--- src/rtl/ir_seq_pkg.sv ---
// ----------------------------------------------------------------------------
// ir_seq_pkg
// Shared types and helpers for the IR line-sensor scan sequencer.
//   seq_state_e : scan FSM states
//   lft_chnl    : A2D channel of the left sensor of pair k
//   rht_chnl    : A2D channel of the right sensor of pair k
//   sat         : clamp a signed value into a w-bit signed range
// ----------------------------------------------------------------------------
package ir_seq_pkg;

  typedef enum logic [2:0] {
    IDLE   = 3'd0,
    SETTLE = 3'd1,
    WAIT_L = 3'd2,
    WAIT_R = 3'd3,
    DONE   = 3'd4
  } seq_state_e;

  function automatic int lft_chnl(input int k);
    return 2 * k;
  endfunction

  function automatic int rht_chnl(input int k);
    return 2 * k + 1;
  endfunction

  function automatic logic signed [63:0] sat(input logic signed [63:0] v, input int w);
    logic signed [63:0] hi;
    logic signed [63:0] lo;
    hi = (64'sd1 <<< (w - 1)) - 64'sd1;
    lo = -(64'sd1 <<< (w - 1));
    if (v > hi) return hi;
    if (v < lo) return lo;
    return v;
  endfunction

endpackage

--- src/rtl/ir_err_accum.sv ---
// ----------------------------------------------------------------------------
// ir_err_accum
// Signed shift-accumulate of per-pair (rht - lft) differences, with the
// running sum presented saturated to ACC_W bits.
// Ports:
//   clk, rst  : clock, synchronous active-high reset (clears the sum)
//   clr       : zero the sum (start of a scan)
//   add_en    : add diff <<< shift to the sum
//   shift     : pair index k, weight 2**k
//   diff      : signed RES_W+1 bit difference rht - lft
//   sat_out   : sum clamped to the signed ACC_W range
// ----------------------------------------------------------------------------
module ir_err_accum
  import ir_seq_pkg::*;
#(
  parameter int RES_W     = 12,
  parameter int NUM_PAIRS = 3,
  parameter int ACC_W     = 16,
  parameter int K_W       = 2
) (
  input  logic                    clk,
  input  logic                    rst,
  input  logic                    clr,
  input  logic                    add_en,
  input  logic [K_W-1:0]          shift,
  input  logic signed [RES_W:0]   diff,
  output logic signed [ACC_W-1:0] sat_out
);

  // Wide enough for every pair at full-scale difference: no wrap possible.
  localparam int AW = RES_W + NUM_PAIRS + 1;

  logic signed [AW-1:0] acc;
  logic signed [AW-1:0] diff_ext;

  function automatic logic signed [ACC_W-1:0] sat_acc(input logic signed [AW-1:0] v);
    logic signed [63:0] wide;
    wide = {{(64 - AW){v[AW-1]}}, v};
    return ACC_W'(sat(wide, ACC_W));
  endfunction

  assign diff_ext = {{(AW - RES_W - 1){diff[RES_W]}}, diff};

  always_ff @(posedge clk) begin
    if (rst)         acc <= '0;
    else if (clr)    acc <= '0;
    else if (add_en) acc <= acc + (diff_ext <<< shift);
  end

  assign sat_out = sat_acc(acc);

endmodule

--- src/rtl/ir_chnl_sequencer.sv ---
// ----------------------------------------------------------------------------
// ir_chnl_sequencer
// Scans NUM_PAIRS IR emitter/receiver pairs: enables emitter k, waits
// SETTLE_CYC cycles, converts left (chnnl 2k) then right (chnnl 2k+1) through
// the A2D strt_cnv/cnv_cmplt handshake, accumulates (rht-lft)<<k and
// publishes a saturated signed error with a one-cycle err_vld pulse.
// Optional macro SEQ_TIMEOUT_EN adds a cnv_cmplt watchdog (TIMEOUT_CYC).
// Ports:
//   clk, rst   : clock, synchronous active-high reset
//   go         : level, 1 = scan continuously, 0 = idle / abort
//   cnv_cmplt  : A2D conversion done pulse, res valid with it
//   res        : A2D result (unsigned RES_W)
//   strt_cnv   : one-cycle conversion request
//   chnnl      : A2D channel, held from strt_cnv until cnv_cmplt
//   ir_en      : one-hot (or zero) emitter enable
//   err        : saturated signed weighted error of last complete scan
//   err_vld    : one-cycle pulse when err updates
//   busy       : FSM not in IDLE
//   timeout    : sticky watchdog flag (0 without SEQ_TIMEOUT_EN)
// ----------------------------------------------------------------------------
module ir_chnl_sequencer
  import ir_seq_pkg::*;
#(
  parameter int NUM_PAIRS   = 3,
  parameter int RES_W       = 12,
  parameter int CHNL_W      = 3,
  parameter int SETTLE_CYC  = 4096,
  parameter int ACC_W       = 16,
  parameter int TIMEOUT_CYC = 8192
) (
  input  logic                    clk,
  input  logic                    rst,
  input  logic                    go,
  input  logic                    cnv_cmplt,
  input  logic [RES_W-1:0]        res,
  output logic                    strt_cnv,
  output logic [CHNL_W-1:0]       chnnl,
  output logic [NUM_PAIRS-1:0]    ir_en,
  output logic signed [ACC_W-1:0] err,
  output logic                    err_vld,
  output logic                    busy,
  output logic                    timeout
);

  localparam int K_W     = (NUM_PAIRS > 1) ? $clog2(NUM_PAIRS) : 1;
  localparam int CNT_MAX = (SETTLE_CYC > TIMEOUT_CYC) ? SETTLE_CYC : TIMEOUT_CYC;
  localparam int CNT_W   = $clog2(CNT_MAX + 1);
  localparam logic [K_W-1:0] K_LAST = K_W'(NUM_PAIRS - 1);

  seq_state_e state, state_nxt;

  logic [K_W-1:0]          k;
  logic [CNT_W-1:0]        cnt;
  logic [RES_W-1:0]        lft;
  logic signed [RES_W:0]   diff;
  logic signed [ACC_W-1:0] err_sat;

  logic start, abort, settle_last, cap_l, add_r, tmo_hit;
  logic go_block, wait_expired, go_start;

`ifdef SEQ_TIMEOUT_EN
  // cnt restarts on every strt_cnv, so it measures time spent waiting.
  assign wait_expired = (cnt == CNT_W'(TIMEOUT_CYC - 1));

  // After a watchdog trip go must fall before another scan may start.
  always_ff @(posedge clk) begin
    if (rst) begin
      timeout  <= 1'b0;
      go_block <= 1'b0;
    end else if (tmo_hit) begin
      timeout  <= 1'b1;
      go_block <= 1'b1;
    end else if (!go) begin
      go_block <= 1'b0;
    end
  end
`else
  assign wait_expired = 1'b0;
  assign go_block     = 1'b0;
  assign timeout      = 1'b0;
`endif

  assign go_start = go && !go_block;
  assign busy     = (state != IDLE);
  assign diff     = $signed({1'b0, res}) - $signed({1'b0, lft});

  always_ff @(posedge clk) begin
    if (rst) state <= IDLE;
    else     state <= state_nxt;
  end

  // Abort (go low) takes priority over a coincident cnv_cmplt.
  always_comb begin
    state_nxt   = state;
    start       = 1'b0;
    abort       = 1'b0;
    settle_last = 1'b0;
    cap_l       = 1'b0;
    add_r       = 1'b0;
    tmo_hit     = 1'b0;
    case (state)
      IDLE: begin
        if (go_start) begin
          start     = 1'b1;
          state_nxt = SETTLE;
        end
      end
      SETTLE: begin
        if (!go) begin
          abort     = 1'b1;
          state_nxt = IDLE;
        end else if (ir_en != '0 && cnt == CNT_W'(SETTLE_CYC - 1)) begin
          settle_last = 1'b1;
          state_nxt   = WAIT_L;
        end
      end
      WAIT_L: begin
        if (!go) begin
          abort     = 1'b1;
          state_nxt = IDLE;
        end else if (cnv_cmplt) begin
          cap_l     = 1'b1;
          state_nxt = WAIT_R;
        end else if (wait_expired) begin
          tmo_hit   = 1'b1;
          state_nxt = IDLE;
        end
      end
      WAIT_R: begin
        if (!go) begin
          abort     = 1'b1;
          state_nxt = IDLE;
        end else if (cnv_cmplt) begin
          add_r     = 1'b1;
          state_nxt = (k == K_LAST) ? DONE : SETTLE;
        end else if (wait_expired) begin
          tmo_hit   = 1'b1;
          state_nxt = IDLE;
        end
      end
      DONE: begin
        if (go_start) begin
          start     = 1'b1;
          state_nxt = SETTLE;
        end else begin
          state_nxt = IDLE;
        end
      end
      default: state_nxt = IDLE;
    endcase
  end

  // Between pairs ir_en is cleared on the right-channel completion; the
  // first SETTLE cycle re-enables the next emitter without counting, so each
  // pair sees SETTLE_CYC cycles of emitter-on before its first conversion.
  always_ff @(posedge clk) begin
    if (rst) begin
      k        <= '0;
      cnt      <= '0;
      lft      <= '0;
      strt_cnv <= 1'b0;
      chnnl    <= '0;
      ir_en    <= '0;
      err      <= '0;
      err_vld  <= 1'b0;
    end else begin
      strt_cnv <= 1'b0;
      err_vld  <= 1'b0;
      case (state)
        SETTLE: begin
          if (go) begin
            if (ir_en == '0) begin
              ir_en <= NUM_PAIRS'(1) << k;
            end else if (settle_last) begin
              strt_cnv <= 1'b1;
              chnnl    <= CHNL_W'(lft_chnl(int'(k)));
              cnt      <= '0;
            end else begin
              cnt <= cnt + 1'b1;
            end
          end
        end
        WAIT_L: begin
          if (cap_l) begin
            lft      <= res;
            strt_cnv <= 1'b1;
            chnnl    <= CHNL_W'(rht_chnl(int'(k)));
            cnt      <= '0;
          end else begin
            cnt <= cnt + 1'b1;
          end
        end
        WAIT_R: begin
          if (add_r) begin
            ir_en <= '0;
            cnt   <= '0;
            if (k != K_LAST) k <= k + 1'b1;
          end else begin
            cnt <= cnt + 1'b1;
          end
        end
        DONE: begin
          err     <= err_sat;
          err_vld <= 1'b1;
        end
        default: ;
      endcase
      if (start) begin
        k     <= '0;
        cnt   <= '0;
        ir_en <= NUM_PAIRS'(1);
      end
      if (abort || tmo_hit) ir_en <= '0;
    end
  end

  ir_err_accum #(
    .RES_W     (RES_W),
    .NUM_PAIRS (NUM_PAIRS),
    .ACC_W     (ACC_W),
    .K_W       (K_W)
  ) u_accum (
    .clk     (clk),
    .rst     (rst),
    .clr     (start),
    .add_en  (add_r),
    .shift   (k),
    .diff    (diff),
    .sat_out (err_sat)
  );

endmodule

--- config.mk ---
export PLATFORM = sky130hd
export DESIGN_NAME = ir_chnl_sequencer
export DESIGN_NICKNAME = d
export VERILOG_FILES = /design/src/rtl/ir_seq_pkg.sv /design/src/rtl/ir_err_accum.sv /design/src/rtl/ir_chnl_sequencer.sv
export SDC_FILE = /design/constraint.sdc
export NUM_CORES = 1
export LEC_CHECK = 0
export BUFFER_PORTS_ARGS = -buffer_cell sky130_fd_sc_hd__buf_2
export CAP_MARGIN = 15
export CELL_PAD_IN_SITES_DETAIL_PLACEMENT = 1
export CELL_PAD_IN_SITES_GLOBAL_PLACEMENT = 1
export CORE_AREA = 3 3 104 106
export DETAILED_ROUTE_END_ITERATION = 8
export DIE_AREA = 0 0 107 109
export PLACE_DENSITY_LB_ADDON = 0.1
export SYNTH_ARGS = -nofsm -noshare
export SYNTH_HDL_FRONTEND = slang
export SYNTH_SLANG_ARGS = --single-unit
--- constraint.sdc ---
create_clock -name clk -period 4.6 [get_ports clk]
set_input_delay 0.23 -clock clk [delete_from_list [all_inputs] [get_ports clk]]
set_output_delay 0.23 -clock clk [all_outputs]
set_load 0.01 [all_outputs]
; Word level (Yosys, flattened, before mapping)
; Cells that the tools add are included.
[classes]
n_addsub = 5
magnitude_cmp = 2
n_eq_ne = 20
shifts = 2
n_mux = 50
reduce_logical = 21
[ops]
columns = op, n
row1 = $mux W14, 5
row2 = $mux W16, 4
row3 = $mux W3, 15
row4 = $pmux W14 S3, 1
row5 = $mux W1, 21
row6 = $ne A3 B3 Y1 const B, 6
row7 = $add A16 B16 Y16, 1
row8 = $gt A16 B16 Y1 const B, 1
row9 = $lt A16 B16 Y1 const B, 1
row10 = $ne A2 B2 Y1 const B, 8
row11 = $sshl A13 B2 Y16, 1
row12 = $pmux W3 S5, 1
row13 = $add A14 B1 Y14 const B, 1
row14 = $eq A14 B12 Y1 const B, 1
row15 = $sub A12 B12 Y13, 1
row16 = $pmux W3 S2, 2
row17 = $reduce_and A4 Y1, 3
row18 = $reduce_bool A3 Y1, 4
row19 = $eq A3 B2 Y1 const B, 2
row20 = $logic_not A3 Y1, 2
row21 = $reduce_and A3 Y1, 2
row22 = $reduce_or A2 Y1, 3
row23 = $reduce_or A3 Y1, 2
row24 = $reduce_and A5 Y1, 1
row25 = other kinds (10), 11
[word_totals]
register_bits = 71
out_inout_bits = 26
wordCells = 111

; Depth between registers and ports, before layout
[depth]
word_depth = 9
mapped_depth = 18
mapped_depth_nobuf = 18

; Cells and area by module
; Synthesis repeated with hierarchy kept, for this count alone.
[hier_totals]
hier_cells = 585
area_unflattened_um2 = 4709.5
[by_module_without_submodules]
columns = mod, instances, cells_per_inst, area_each_um2, seq_area_each_um2
row1 = ir_chnl_sequencer, 1, 371, 2972.9, 1101.1
row2 = ir_err_accum, 1, 214, 1736.7, 320.3

; Worst setup path before layout
; No wires, ideal clock.
[synth_path]
kind = register to register
from = register lft[1]
to = register u_accum.acc[13]
setup_ps = 123
t_arrival_ps = 3473
t_required_ps = 4477
slack_ps = 1004
path_stages_with_launch = 17
n_path_buf = 0
synth_period_minus_slack_ps = 3596
cell_sequence = dfxtp_1 -> inv_1 -> ha_1 -> nor2b_1 -> o31a_1 -> o21ai_0 -> nor2b_1 -> xnor2_1 -> mux4_2 -> ha_1 -> o21a_1 -> o211a_1 -> o21ai_0 -> a21boi_0 -> o32ai_1 -> xor2_1 -> o21ai_0
[synth_between]
elab_chain_len = 3
[synth_lines]
columns = element, line
row1 = start: declaration, ir_chnl_sequencer.sv:54  ; logic [RES_W-1:0] lft;
row2 = start signal: assignment, ir_chnl_sequencer.sv:185  ; lft <= res;
row3 = $sub A12 B12 Y13, ir_chnl_sequencer.sv:85  ; assign diff = $signed({1'b0, res}) - $signed({1'b0, lft});
row4 = $sshl A13 B2 Y16, ir_err_accum.sv:47  ; else if (add_en) acc <= acc + (diff_ext <<< shift);
row5 = $add A16 B16 Y16, ir_err_accum.sv:47
row6 = end signal: assignment, ir_err_accum.sv:47
row7 = end: declaration, ir_err_accum.sv:33  ; logic signed [AW-1:0] acc;
; Every way passes these cells.
; A chain may end at the register's enable or synchronous reset.

; Final worst setup path
[layout_path]
from = register lft[8]
to = register u_accum.acc[15]
; Same word-level chain as after synthesis.

==> run_results.csv <==
group,metric,value,unit
timing,whs,0.113,ns
yosys,synth_area_leaders,"dfxtp_1 (32%), ha_1 (9.3%), a21oi_1 (6.6%), nand2_1 (6.4%), mux2i_1 (4.8%)",
yosys,synth_commonest_cells,"nand2_1 (75), dfxtp_1 (71), a21oi_1 (58)",
route,finalWirelength,11.4,mm
floorplanning,core.rowCount,36,
route,wl_per_cell,15.8,um
floorplanning,core-area,0.00986,mm2
timing,fmax,244,MHz
clock_network,clock-sinks,71,
yosys,syn_area_per_cell,8.04,um2
timing,period_share,0.890,
setup_path,critical_path_arrival,4.40,ns
clock_network,cts-root-buf,"clkbuf_8",
cells_and_area,instances_no_fill,720,
yosys,ys_types,56,
yosys,synth_top_area_frac,0.322,
yosys,synth_edf_count,0,
route,first_pass_iters,4,
clock_network,postCtsSetupRepairBufs,0,
route,drc,0,
setup_path,critPathCaptureType,"flip-flop",
yosys,synth-seq-area-share,0.322,
timing,setup_viol,0,
clock_network,cts_made_buffers,9,
route,num_vias,4010,
timing,worst_pin_slew,0.780,ns
place,io_buffers,40,
cells_and_area,area_delta_synth_final,11.8,%
yosys,synthArstFlopShare,0,
yosys,syn-num-nets,601,
clock_network,cts.reportedPaths.clkPinSlew,0.08,ns
yosys,synth_most_common_cell,"nand2_1",
floorplanning,die_w,107,um
pwr,powerDensity,276,mW/mm2
grt,grt_usage,0.215,
route,dr.first_iter.drc_count,94,
yosys,netlist_area,0.00442,mm2
cells_and_area,fill_cells,1226,
timing,setup-tns-final,0,ns
pwr,ir_drop,0.185,mV
min_path,min_path_type,"in2reg",
place,dp_slack,0.478,ns
timing,hold_violations,0,
timing,drv_slew,0,
timing,setup_ws,0.504,ns
yosys,synth_seq_cells,71,
place,place.gp.congestion,0.846,
pwr,p_leak,0.00200,uW
timing,worst_clock_skew,0.00844,ns
cells_and_area,nets,633,
setup_path,worstSetupPathType,"reg2reg",
route,ant_nets,0,
pwr,finalPower,1360,uW
floorplanning,start_util,0.448,
timing,rsz0062_at_grt,"false",
cells_and_area,diodes,0,
grt,grt_overflow,0,
yosys,netlist_instances,550,
timing,relSlewSlack,0.474,
job,maxCapViolations,0,
floorplanning,die_y,109,um
outcome,status,"finished, final reports clean",
yosys,yosys_warnings,0,
setup_path,critPathMaxFanout,3,
setup_path,start_kind,"flip-flop",
setup_path,required,4.90,ns
yosys,synth-main-ff-cell,"dfxtp_1",
yosys,synth_top_area_cell,"dfxtp_1",
route,post_drt_via_cell_ratio,5.57,
clock_network,cts_tree,"built",
grt,grt_pass1_vias,4238,
clock_network,cts.path.max_buffers,2,
place,dp_hpwl,8.78,mm
grt,antenna_found_initial,0,
clock_network,htreeDepth,3,
place,dp_cells,704,
timing,post-route-min-period,4.10,ns
grt,grt_pass1_wl,20.1,mm
cells_and_area,drive_gt1_frac,0.126,
grt,grt_max_degree,40,
clock_network,worstSkewPairLatency,0.37,ns
floorplanning,ios,42,
floorplanning,die_area,0.0117,mm2
[registers in the layout, indices dropped and copies added (netlist names)]
signal / flops
err_vld: 1
u_accum.acc: 16
chnnl: 3
err: 16
k: 2
state: 3
lft: 12
cnt: 14
strt_cnv: 1
ir_en: 3
[path summary, 6_finish.rpt]
check,startpoint,end,slack (ns),cells past startpoint
hold reg to reg,err[11],err[11],0.45,2
hold / removal,res[4],lft[4],0.11,3
setup reg to reg,lft[8],u_accum.acc[15],0.50,17
setup / recovery,lft[8],u_accum.acc[15],0.50,17
[per-stage QoR]
stage	area [um2]	util
floorplan	4420	-
global placement	4720	0.479
detailed placement	4720	0.479
CTS	4940	0.501
global route	4940	0.501
finish	4940	0.501
[routing by layer]
layer	track usage	vias to the layer above	part of all wire
met5	0	-	0
met4	0.0603	0	0.013
met3	0.0527	16	0.029
met2	0.393	42	0.51
met1	0.249	1952	0.45
li1	-	2000	-
[area by class of cell]
type | instances | area, um2 | share of cell area
Inverter | 25 | 93.8 | 0.0190
Timing Repair Buffer | 43 | 223 | 0.0451
Clock inverter | 7 | 97.6 | 0.0197
Sequential cell | 71 | 1420 | 0.288
Clock buffer | 9 | 124 | 0.0251
Multi-Input combinational cell | 432 | 2820 | 0.570
Tap cell | 133 | 166 | 0.0337
[power breakdown]
group / internal (uW) / switching [uW]
sequential: 617 / 4.68
combinational: 69.3 / 109
clock: 306 / 257
[layout by cell type (no fill, tap or decap), types with 5 or more instances in the layout]
cell and instances:
a211oi_1 7, a21o_1 13, a21oi_1 58, a31oi_1 5
buf_2 40, clkbuf_8 9, dfxtp_1 71, ha_1 33
inv_1 25, mux2i_1 21, mux4_2 5, nand2_1 75
nand2b_1 9, nand3_1 17, nand4_1 8, nor2_1 52
nor2b_1 6, nor3_1 11, o211ai_1 5, o21ai_0 20
or3_1 5, xnor2_1 11, xor2_1 17
[timing repair]
action,4_1_cts,5_1_grt
gates resized for setup,0,1
endpoints found under the setup margin,0,1
hold buffers,0,0
[critical path, stage by stage (launching register included)]
cell	delay [ns]
dfxtp_1	0.34
inv_1	0.04
ha_1	0.22
or3_1	0.41
or4_1	0.42
o21ai_2	0.17
o31ai_1	0.10
xor2_1	0.24
mux2i_1	0.14
a21oi_1	0.26
ha_1	0.30
a21oi_1	0.14
o21ai_0	0.16
a2111oi_1	0.38
nand2_1	0.13
a21o_1	0.18
a21oi_1	0.17
mux2i_1	0.22
[kinds of logic after synthesis]
family	share of synthesized area
and+or+nand+nor	0.222
AOI/OAI and AO/OA	0.184
DFF	0.322
buffers and inverters	0.0413
adders and majority gates	0.102
xor gates and xnor gates	0.0555
muxes	0.0730
other	0.000848
Power figures use the tool's default switching activity.
